--- src/rtl/hazard_pkg.sv ---
// Shared types and constants for the pipeline hazard controller.
package hazard_pkg;

    typedef enum logic [1:0] {
        RUN      = 2'd0,
        LD_STALL = 2'd1,
        MD_STALL = 2'd2,
        FLUSH    = 2'd3
    } hz_state_t;

    localparam logic [4:0] REG_ZERO = 5'd0;

endpackage

--- src/rtl/hazard_ctrl_if.sv ---
// ID/EX hazard inputs and pipeline control outputs between the core and the hazard controller.
interface hazard_ctrl_if #(
    parameter int CNT_W = 32
);
    logic [4:0]       id_rs;
    logic [4:0]       id_rt;
    logic             id_uses_rs;
    logic             id_uses_rt;
    logic             id_reads_hilo;
    logic             ex_mem_read;
    logic [4:0]       ex_rt;
    logic             ex_branch_taken;
    logic             ex_md_start;

    logic             pc_hold;
    logic             if_id_hold;
    logic             if_id_flush;
    logic             id_ex_bubble;
    logic             md_busy;
    logic [1:0]       hz_state;
    logic [CNT_W-1:0] stall_cycles;
    logic [CNT_W-1:0] flush_count;

    modport master (
        output id_rs, id_rt, id_uses_rs, id_uses_rt, id_reads_hilo,
               ex_mem_read, ex_rt, ex_branch_taken, ex_md_start,
        input  pc_hold, if_id_hold, if_id_flush, id_ex_bubble, md_busy,
               hz_state, stall_cycles, flush_count
    );

    modport slave (
        input  id_rs, id_rt, id_uses_rs, id_uses_rt, id_reads_hilo,
               ex_mem_read, ex_rt, ex_branch_taken, ex_md_start,
        output pc_hold, if_id_hold, if_id_flush, id_ex_bubble, md_busy,
               hz_state, stall_cycles, flush_count
    );

endinterface

--- src/rtl/md_busy_tracker.sv ---
// Tracks how long the multi-cycle multiply/divide unit stays busy after each issue.
module md_busy_tracker #(
    parameter int MD_LATENCY = 32
) (
    input  logic clk,
    input  logic rst,
    input  logic i_md_start,
    output logic o_md_busy
);

    localparam logic [7:0] MD_RELOAD = 8'(MD_LATENCY - 1);

    logic [7:0] r_md_cnt;

    // A new issue while busy simply restarts the count.
    always_ff @(posedge clk) begin
        if (rst) begin
            r_md_cnt <= 8'd0;
        end else if (i_md_start) begin
            r_md_cnt <= MD_RELOAD;
        end else if (r_md_cnt != 8'd0) begin
            r_md_cnt <= r_md_cnt - 8'd1;
        end
    end

    assign o_md_busy = !rst && (i_md_start || (r_md_cnt != 8'd0));

endmodule

--- src/rtl/hazard_ctrl.sv ---
// Load-use / HI-LO stall and taken-branch flush control for the 5-stage core, with perf counters.
module hazard_ctrl
    import hazard_pkg::*;
#(
    parameter int MD_LATENCY = 32,
    parameter int CNT_W      = 32
) (
    input  logic          clk,
    input  logic          rst,
    hazard_ctrl_if.slave  bus
);

    hz_state_t        r_state;
    hz_state_t        w_next_state;
    logic [CNT_W-1:0] r_stall_cycles;
    logic [CNT_W-1:0] r_flush_count;

    logic w_md_busy;
    logic w_lu;
    logic w_hl;
    logic w_pc_hold;
    logic w_if_id_hold;
    logic w_if_id_flush;
    logic w_id_ex_bubble;

    md_busy_tracker #(
        .MD_LATENCY (MD_LATENCY)
    ) u_md_busy (
        .clk        (clk),
        .rst        (rst),
        .i_md_start (bus.ex_md_start),
        .o_md_busy  (w_md_busy)
    );

    assign w_lu = bus.ex_mem_read && (bus.ex_rt != REG_ZERO) &&
                  ((bus.id_uses_rs && (bus.id_rs == bus.ex_rt)) ||
                   (bus.id_uses_rt && (bus.id_rt == bus.ex_rt)));
    assign w_hl = bus.id_reads_hilo && w_md_busy;

    // A taken branch squashes the ID instruction, so it overrides any stall on it.
    always_comb begin
        w_next_state   = RUN;
        w_pc_hold      = 1'b0;
        w_if_id_hold   = 1'b0;
        w_if_id_flush  = 1'b0;
        w_id_ex_bubble = 1'b0;
        if (!rst) begin
            if (bus.ex_branch_taken) begin
                w_next_state   = FLUSH;
                w_if_id_flush  = 1'b1;
                w_id_ex_bubble = 1'b1;
            end else if (w_lu || w_hl) begin
                w_next_state   = w_lu ? LD_STALL : MD_STALL;
                w_pc_hold      = 1'b1;
                w_if_id_hold   = 1'b1;
                w_id_ex_bubble = 1'b1;
            end
        end
    end

    always_ff @(posedge clk) begin
        if (rst) begin
            r_state        <= RUN;
            r_stall_cycles <= '0;
            r_flush_count  <= '0;
        end else begin
            r_state <= w_next_state;
            if (w_pc_hold) begin
                r_stall_cycles <= r_stall_cycles + CNT_W'(1);
            end
            if (w_if_id_flush) begin
                r_flush_count <= r_flush_count + CNT_W'(1);
            end
        end
    end

    assign bus.pc_hold      = w_pc_hold;
    assign bus.if_id_hold   = w_if_id_hold;
    assign bus.if_id_flush  = w_if_id_flush;
    assign bus.id_ex_bubble = w_id_ex_bubble;
    assign bus.md_busy      = w_md_busy;
    assign bus.hz_state     = r_state;
    assign bus.stall_cycles = r_stall_cycles;
    assign bus.flush_count  = r_flush_count;

endmodule

--- src/flat_wrapper.sv ---
// flat-port wrapper written by rule: the top's interface ports become plain ports
module hazard_ctrl_flat import hazard_pkg::*;
#(
    parameter int MD_LATENCY = 32,
    parameter int CNT_W      = 32
)
  (clk, rst, bus_id_rs, bus_id_rt, bus_id_uses_rs, bus_id_uses_rt, bus_id_reads_hilo, bus_ex_mem_read, bus_ex_rt, bus_ex_branch_taken, bus_ex_md_start, bus_pc_hold, bus_if_id_hold, bus_if_id_flush, bus_id_ex_bubble, bus_md_busy, bus_hz_state, bus_stall_cycles, bus_flush_count);
  hazard_ctrl_if #(.CNT_W(CNT_W)) bus_i ();
  input  logic clk;
  input  logic rst;
  input wire logic [$bits(bus_i.id_rs)-1:0] bus_id_rs;
  input wire logic [$bits(bus_i.id_rt)-1:0] bus_id_rt;
  input wire logic [$bits(bus_i.id_uses_rs)-1:0] bus_id_uses_rs;
  input wire logic [$bits(bus_i.id_uses_rt)-1:0] bus_id_uses_rt;
  input wire logic [$bits(bus_i.id_reads_hilo)-1:0] bus_id_reads_hilo;
  input wire logic [$bits(bus_i.ex_mem_read)-1:0] bus_ex_mem_read;
  input wire logic [$bits(bus_i.ex_rt)-1:0] bus_ex_rt;
  input wire logic [$bits(bus_i.ex_branch_taken)-1:0] bus_ex_branch_taken;
  input wire logic [$bits(bus_i.ex_md_start)-1:0] bus_ex_md_start;
  output wire logic [$bits(bus_i.pc_hold)-1:0] bus_pc_hold;
  output wire logic [$bits(bus_i.if_id_hold)-1:0] bus_if_id_hold;
  output wire logic [$bits(bus_i.if_id_flush)-1:0] bus_if_id_flush;
  output wire logic [$bits(bus_i.id_ex_bubble)-1:0] bus_id_ex_bubble;
  output wire logic [$bits(bus_i.md_busy)-1:0] bus_md_busy;
  output wire logic [$bits(bus_i.hz_state)-1:0] bus_hz_state;
  output wire logic [$bits(bus_i.stall_cycles)-1:0] bus_stall_cycles;
  output wire logic [$bits(bus_i.flush_count)-1:0] bus_flush_count;
  assign bus_i.id_rs = bus_id_rs;
  assign bus_i.id_rt = bus_id_rt;
  assign bus_i.id_uses_rs = bus_id_uses_rs;
  assign bus_i.id_uses_rt = bus_id_uses_rt;
  assign bus_i.id_reads_hilo = bus_id_reads_hilo;
  assign bus_i.ex_mem_read = bus_ex_mem_read;
  assign bus_i.ex_rt = bus_ex_rt;
  assign bus_i.ex_branch_taken = bus_ex_branch_taken;
  assign bus_i.ex_md_start = bus_ex_md_start;
  assign bus_pc_hold = bus_i.pc_hold;
  assign bus_if_id_hold = bus_i.if_id_hold;
  assign bus_if_id_flush = bus_i.if_id_flush;
  assign bus_id_ex_bubble = bus_i.id_ex_bubble;
  assign bus_md_busy = bus_i.md_busy;
  assign bus_hz_state = bus_i.hz_state;
  assign bus_stall_cycles = bus_i.stall_cycles;
  assign bus_flush_count = bus_i.flush_count;
  hazard_ctrl #(.MD_LATENCY(MD_LATENCY), .CNT_W(CNT_W)) u_core (.clk(clk), .rst(rst), .bus(bus_i));
endmodule
--- config.mk ---
export PLATFORM = sky130hd
export DESIGN_NAME = hazard_ctrl_flat
export DESIGN_NICKNAME = d
export VERILOG_FILES = /design/src/rtl/hazard_pkg.sv /design/src/rtl/hazard_ctrl_if.sv /design/src/rtl/md_busy_tracker.sv /design/src/rtl/hazard_ctrl.sv /design/src/flat_wrapper.sv
export SDC_FILE = /design/constraint.sdc
export NUM_CORES = 1
export LEC_CHECK = 0
export BUFFER_PORTS_ARGS = -buffer_cell sky130_fd_sc_hd__buf_4
export CAP_MARGIN = 20
export CORE_MARGIN = 1
export CORE_UTILIZATION = 50
export CTS_CLUSTER_DIAMETER = 120
export DETAILED_ROUTE_END_ITERATION = 12
export PLACE_DENSITY = 0.77
export SYNTH_ARGS = -nofsm -noshare
export SYNTH_HDL_FRONTEND = slang
export SYNTH_SLANG_ARGS = --single-unit
--- constraint.sdc ---
create_clock -name clk -period 2.16 [get_ports clk]
set_clock_uncertainty 0.05 [all_clocks]
set_input_delay 0.108 -clock clk [delete_from_list [all_inputs] [get_ports clk]]
set_output_delay 0.108 -clock clk [all_outputs]
set_load 0.01 [all_outputs]
# Word level (Yosys, flattened, before mapping)
# Cells that the tools add are included.
# op_classes
add_sub_neg,3
multipliers,0
div,0
n_lt_le_gt_ge,0
n_eq_ne,2
shifts,0
muxes,12
n_bitwise,0
n_reduce_logical,14
# ops
cell,n
adder 32 x 1 -> 32 bit (second input constant),2
== test 5 bit,2
two-way mux 5 bit,2
nonzero test 8 bit,1
subtractor 8 x 1 -> 8 bit (second input constant),1
two-way mux 1 bit,7
logical AND 1 bit,6
two-way mux 2 bit,3
nonzero test 5 bit,1
logical OR 1 bit,3
nonzero test 2 bit,1
OR reduction 2 bit,1
logical NOT 1 bit,1
# word_totals
register_bits,74
latchBits,0
ram_bits,0
romBits,0
out_inout_bits,71
n_memories,0

# Longest topological paths before layout
# depth
word_depth,8
mapped_depth,9

# Hierarchy
# A second synthesis with hierarchy kept.
# unflattened
hier_cells,443
area_unflattened_um2,3667.3
# by_module_without_submodules
mod,instances,cells_each,area_per_inst_um2,seq_area_each_um2
hazard_ctrl,1,394,3246.9,1321.3
md_busy_tracker,1,49,420.4,160.2

# Worst setup path after synthesis
# No wires, ideal clock.
# synth_timing
path_kind,register -> register
from,register u_core.r_flush_count[0] (netlist: u_core.bus.flush_count[0])
to,register u_core.r_flush_count[28] (netlist: u_core.bus.flush_count[28])
setup_time_ps,70
t_arrival_ps,1861
required_time_ps,2040
path_slack_ps,179
path_stages_with_launch,8
synth_period_minus_slack_ps,1981
cell_sequence,dfxtp_1 -> ha_1 -> nand4_1 -> or3_1 -> nor2_1 -> nand4_1 -> or3_1 -> a21oi_1
# synth_between
elab_chain_cells,1
# synth_lines
element,line_no,text
start: declaration,hazard_ctrl.sv:16,logic [CNT_W-1:0] r_flush_count;
start signal: assignment,hazard_ctrl.sv:72,r_flush_count <= r_flush_count + CNT_W'(1);
adder 32 x 1 -> 32 bit,hazard_ctrl.sv:72,
# No other way between the ends.
# A chain may end at the register's enable or synchronous reset.

# Worst setup path in the final report
# layout_timing
from,register u_core.r_flush_count[1] (netlist: u_core.bus.flush_count[1])
to,register u_core.r_flush_count[26] (netlist: u_core.bus.flush_count[26])
# Same word-level chain as after synthesis.

==> impl_metrics.py <==
metrics = {
    "die": {
        "start_util": 0.525,
        "io_pins": 94,
        "die_w_um": 87.1,
        "die_h_um": 87.1,
        "die_area_um2": 7590,
        "core_um2": 6910,
        "placementRows": 30,
    },
    "drt": {
        "drc": 0,
        "via_per_inst": 5.54,
        "wl_per_cell_um": 14.4,
        "drt.antenna.violating_nets": 0,
        "dr.pass1.iters": 4,
        "totalWireLength_um": 9190,
        "drt_iter0_drc": 160,
        "vias": 3530,
    },
    "layout": {
        "n_fill_cell": 531,
        "n_antenna_cell": 0,
        "regArea_um2": 1500,
        "mostFrequentLayoutCells": "buf_4 (112), dfxtp_1 (69), a21oi_1 (40), nor2_1 (39), or3_1 (31)",
        "multi_input_area_um2": 2020,
        "layout_commonest_cell": "buf_4",
        "area_growth_syn_to_layout_pct": 34.6,
        "drive_gt1_frac": 0.292,
        "fin_nets": 564,
    },
    "yosys": {
        "syn_area_um2": 3620,
        "synthMuxAreaShare": 0.00552,
        "synth_fp_nets": 454,
        "seq_area_frac_synth": 0.409,
        "synth_fa_ha_area_frac": 0.0138,
        "synth-simple-area-share": 0.302,
        "synth_largest_area_cell": "dfxtp_1",
        "synth_warnings": 0,
        "synth_top_family_by_area": "simple AND/OR/NAND/NOR gates",
        "syn_inst": 427,
        "synth-xor-area-share": 0.109,
        "ys_ff_latch": 74,
        "synthDistinctLibCells": 41,
        "synthTopCellsByArea": "dfxtp_1 (41%), xnor2_1 (5.8%), a21oi_1 (5.7%)",
        "synth-compound-area-share": 0.119,
        "syn_area_per_cell_um2": 8.49,
        "synth_top_area_share": 0.409,
    },
    "pwr": {
        "power.density_nw_per_um2": 620,
        "p_leak_uw": 0.00197,
        "total_power_uw": 3030,
        "vdd_drop_max_v": 0.000394,
    },
    "clocking": {
        "htreeDepth": 3,
        "clk_latency_ps": 350,
        "clockRootBuffer": "clkbuf_8",
        "cts.path.max_buffers": 2,
        "cts_tree": "done",
        "clk_pin_slew_ps": 80,
        "numCtsBuffers": 9,
        "cts_sinks": 74,
    },
    "timing": {
        "rsz0062_at_grt": "yes",
        "setup-tns-final_ps": 0,
        "slew_headroom": 0.687,
        "worstMarginPinSlew_ps": 466,
        "final_hold_viol_count": 0,
        "finalSetupViolCount": 0,
        "period_minus_slack_ps": 2130,
        "max_freq_mhz": 470,
        "fin_crit_sh": 0.986,
        "drv_slew": 0,
    },
    "place": {
        "gp_congestion": 0.835,
        "dpl.hpwl_um": 6060,
        "io_buffers": 93,
    },
    "global_route": {
        "grt_pass1_vias": 3265,
        "grt_max_degree": 38,
        "grt_pass1_wl_um": 14900,
        "grt_usage": 0.250,
        "grt_antenna_before_repair": 0,
        "gr-total-overflow": 0,
    },
    "critical_path": {
        "worstPathMaxFanout": 7,
        "startpoint_type": "register",
        "critPathArrivalTime_ps": 2360,
        "cp-end-kind": "register",
        "worstPathRequired_ps": 2390,
        "criticalPathCategory": "reg -> reg",
    },
    "job": {
        "cap_violations": 0,
    },
    "run_status": {
        "status": "complete, no violations",
    },
    "worst_hold_path": {
        "hold_path.class": "in -> reg",
    },
}
[final timing paths]
path              slack, ps                        start  cells past startpoint                          end
setup / recovery         30    u_core.bus.flush_count[1]                      7   u_core.bus.flush_count[26]
hold / removal           60          bus_ex_branch_taken                      3       u_core.bus.hz_state[0]
setup reg to reg         30    u_core.bus.flush_count[1]                      7   u_core.bus.flush_count[26]
hold reg to reg         450  u_core.bus.stall_cycles[27]                      2  u_core.bus.stall_cycles[27]
[cell usage after synthesis]
| library cell | count |
|---|---|
| or4_1 | 4 |
| nand2_1 | 29 |
| inv_1 | 9 |
| and2_1 | 3 |
| nand4b_1 | 1 |
| buf_6 | 5 |
| nor4bb_1 | 1 |
| nor2_2 | 2 |
| or4_4 | 1 |
| nor2_1 | 41 |
| nand4bb_2 | 1 |
| a21oi_1 | 41 |
| o21ai_1 | 8 |
| nor3_2 | 1 |
| nor4_4 | 3 |
| o22ai_1 | 1 |
| o21ai_2 | 1 |
| nor3_1 | 7 |
| dfxtp_1 | 74 |
| ha_1 | 4 |
| mux2i_1 | 2 |
| or2_2 | 1 |
| or3_1 | 32 |
| and4_1 | 5 |
| and3_1 | 14 |
| nand2b_1 | 1 |
| nand3_1 | 25 |
| nor2b_1 | 2 |
| nor4_1 | 3 |
| xor2_1 | 21 |
| xnor2_1 | 24 |
| buf_4 | 1 |
| o21ai_0 | 23 |
| nand2b_4 | 1 |
| a21o_1 | 1 |
| nand4_1 | 16 |
| clkbuf_2 | 2 |
| buf_2 | 1 |
| a2bb2oi_4 | 1 |
| o31ai_1 | 3 |
| clkbuf_1 | 11 |
[registers in the layout (all words and copies together) (netlist names)]
register                   count
u_core.u_md_busy.r_md_cnt      8
u_core.bus.flush_count        32
u_core.bus.stall_cycles       32
u_core.bus.hz_state            2
[cell families (layout without fill, tap and decap cells)]
family | Yosys count | after routing
and+or+nand+nor | 194 | 194
DFF | 74 | 74
muxes | 2 | 2
buffers and inverters | 29 | 143
adders and majority gates | 4 | 4
AOI/OAI and AO/OA | 79 | 79
xor gates and xnor gates | 45 | 45
[critical path, cell delays in order (launching register included)]
cell and delay [ps]:
dfxtp_4 370, ha_1 170, nand4_1 160, or3_4 450, nor2_2 100, nand4_1 200
or3_1 430, a21oi_2 140
[through the flow]
step | worst slack [ps] | hold WS, ps | area [um2] | std cells | util
CTS | 6.68 | 46.2 | 4790 | 631 | 0.694
global placement | 164 | 291 | 4420 | 607 | 0.640
floorplan | 179 | 134 | 3620 | 427 | -
finish | 30.5 | 56.5 | 4880 | 637 | 0.706
detailed placement | 38.5 | 297 | 4420 | 607 | 0.640
global route | -100 | 76.9 | 4880 | 637 | 0.706
[what timing repair did]
action / CTS / global route
hold buffers: 1 / 0
endpoints found under the setup margin: 3 / 18
hold endpoints to repair: 4 / 0
resized for setup: 6 / 15
pin swaps: 3 / 6
setup buffers: 6 / 6
gates cloned: 2 / 0
[per-layer routing]
layer	global-route usage	part of all wire	up-vias
met5	0	0	-
met4	0.0805	0.011	0
met3	0.0645	0.059	11
met2	0.429	0.50	111
met1	0.307	0.43	1674
li1	-	-	1734
[cell type report]
class | count | area share
Multi-Input combinational cell | 324 | 0.414
Sequential cell | 74 | 0.306
Timing Repair Buffer | 119 | 0.199
Clock buffer | 10 | 0.0282
Tap cell | 96 | 0.0246
Clock inverter | 5 | 0.0210
Inverter | 9 | 0.00692
[power by group]
| group | internal, uW | switching (uW) |
|---|---|---|
| registers | 1390 | 23.3 |
| logic | 161 | 146 |
| clock network | 791 | 518 |
Power figures use the tool's default switching activity.
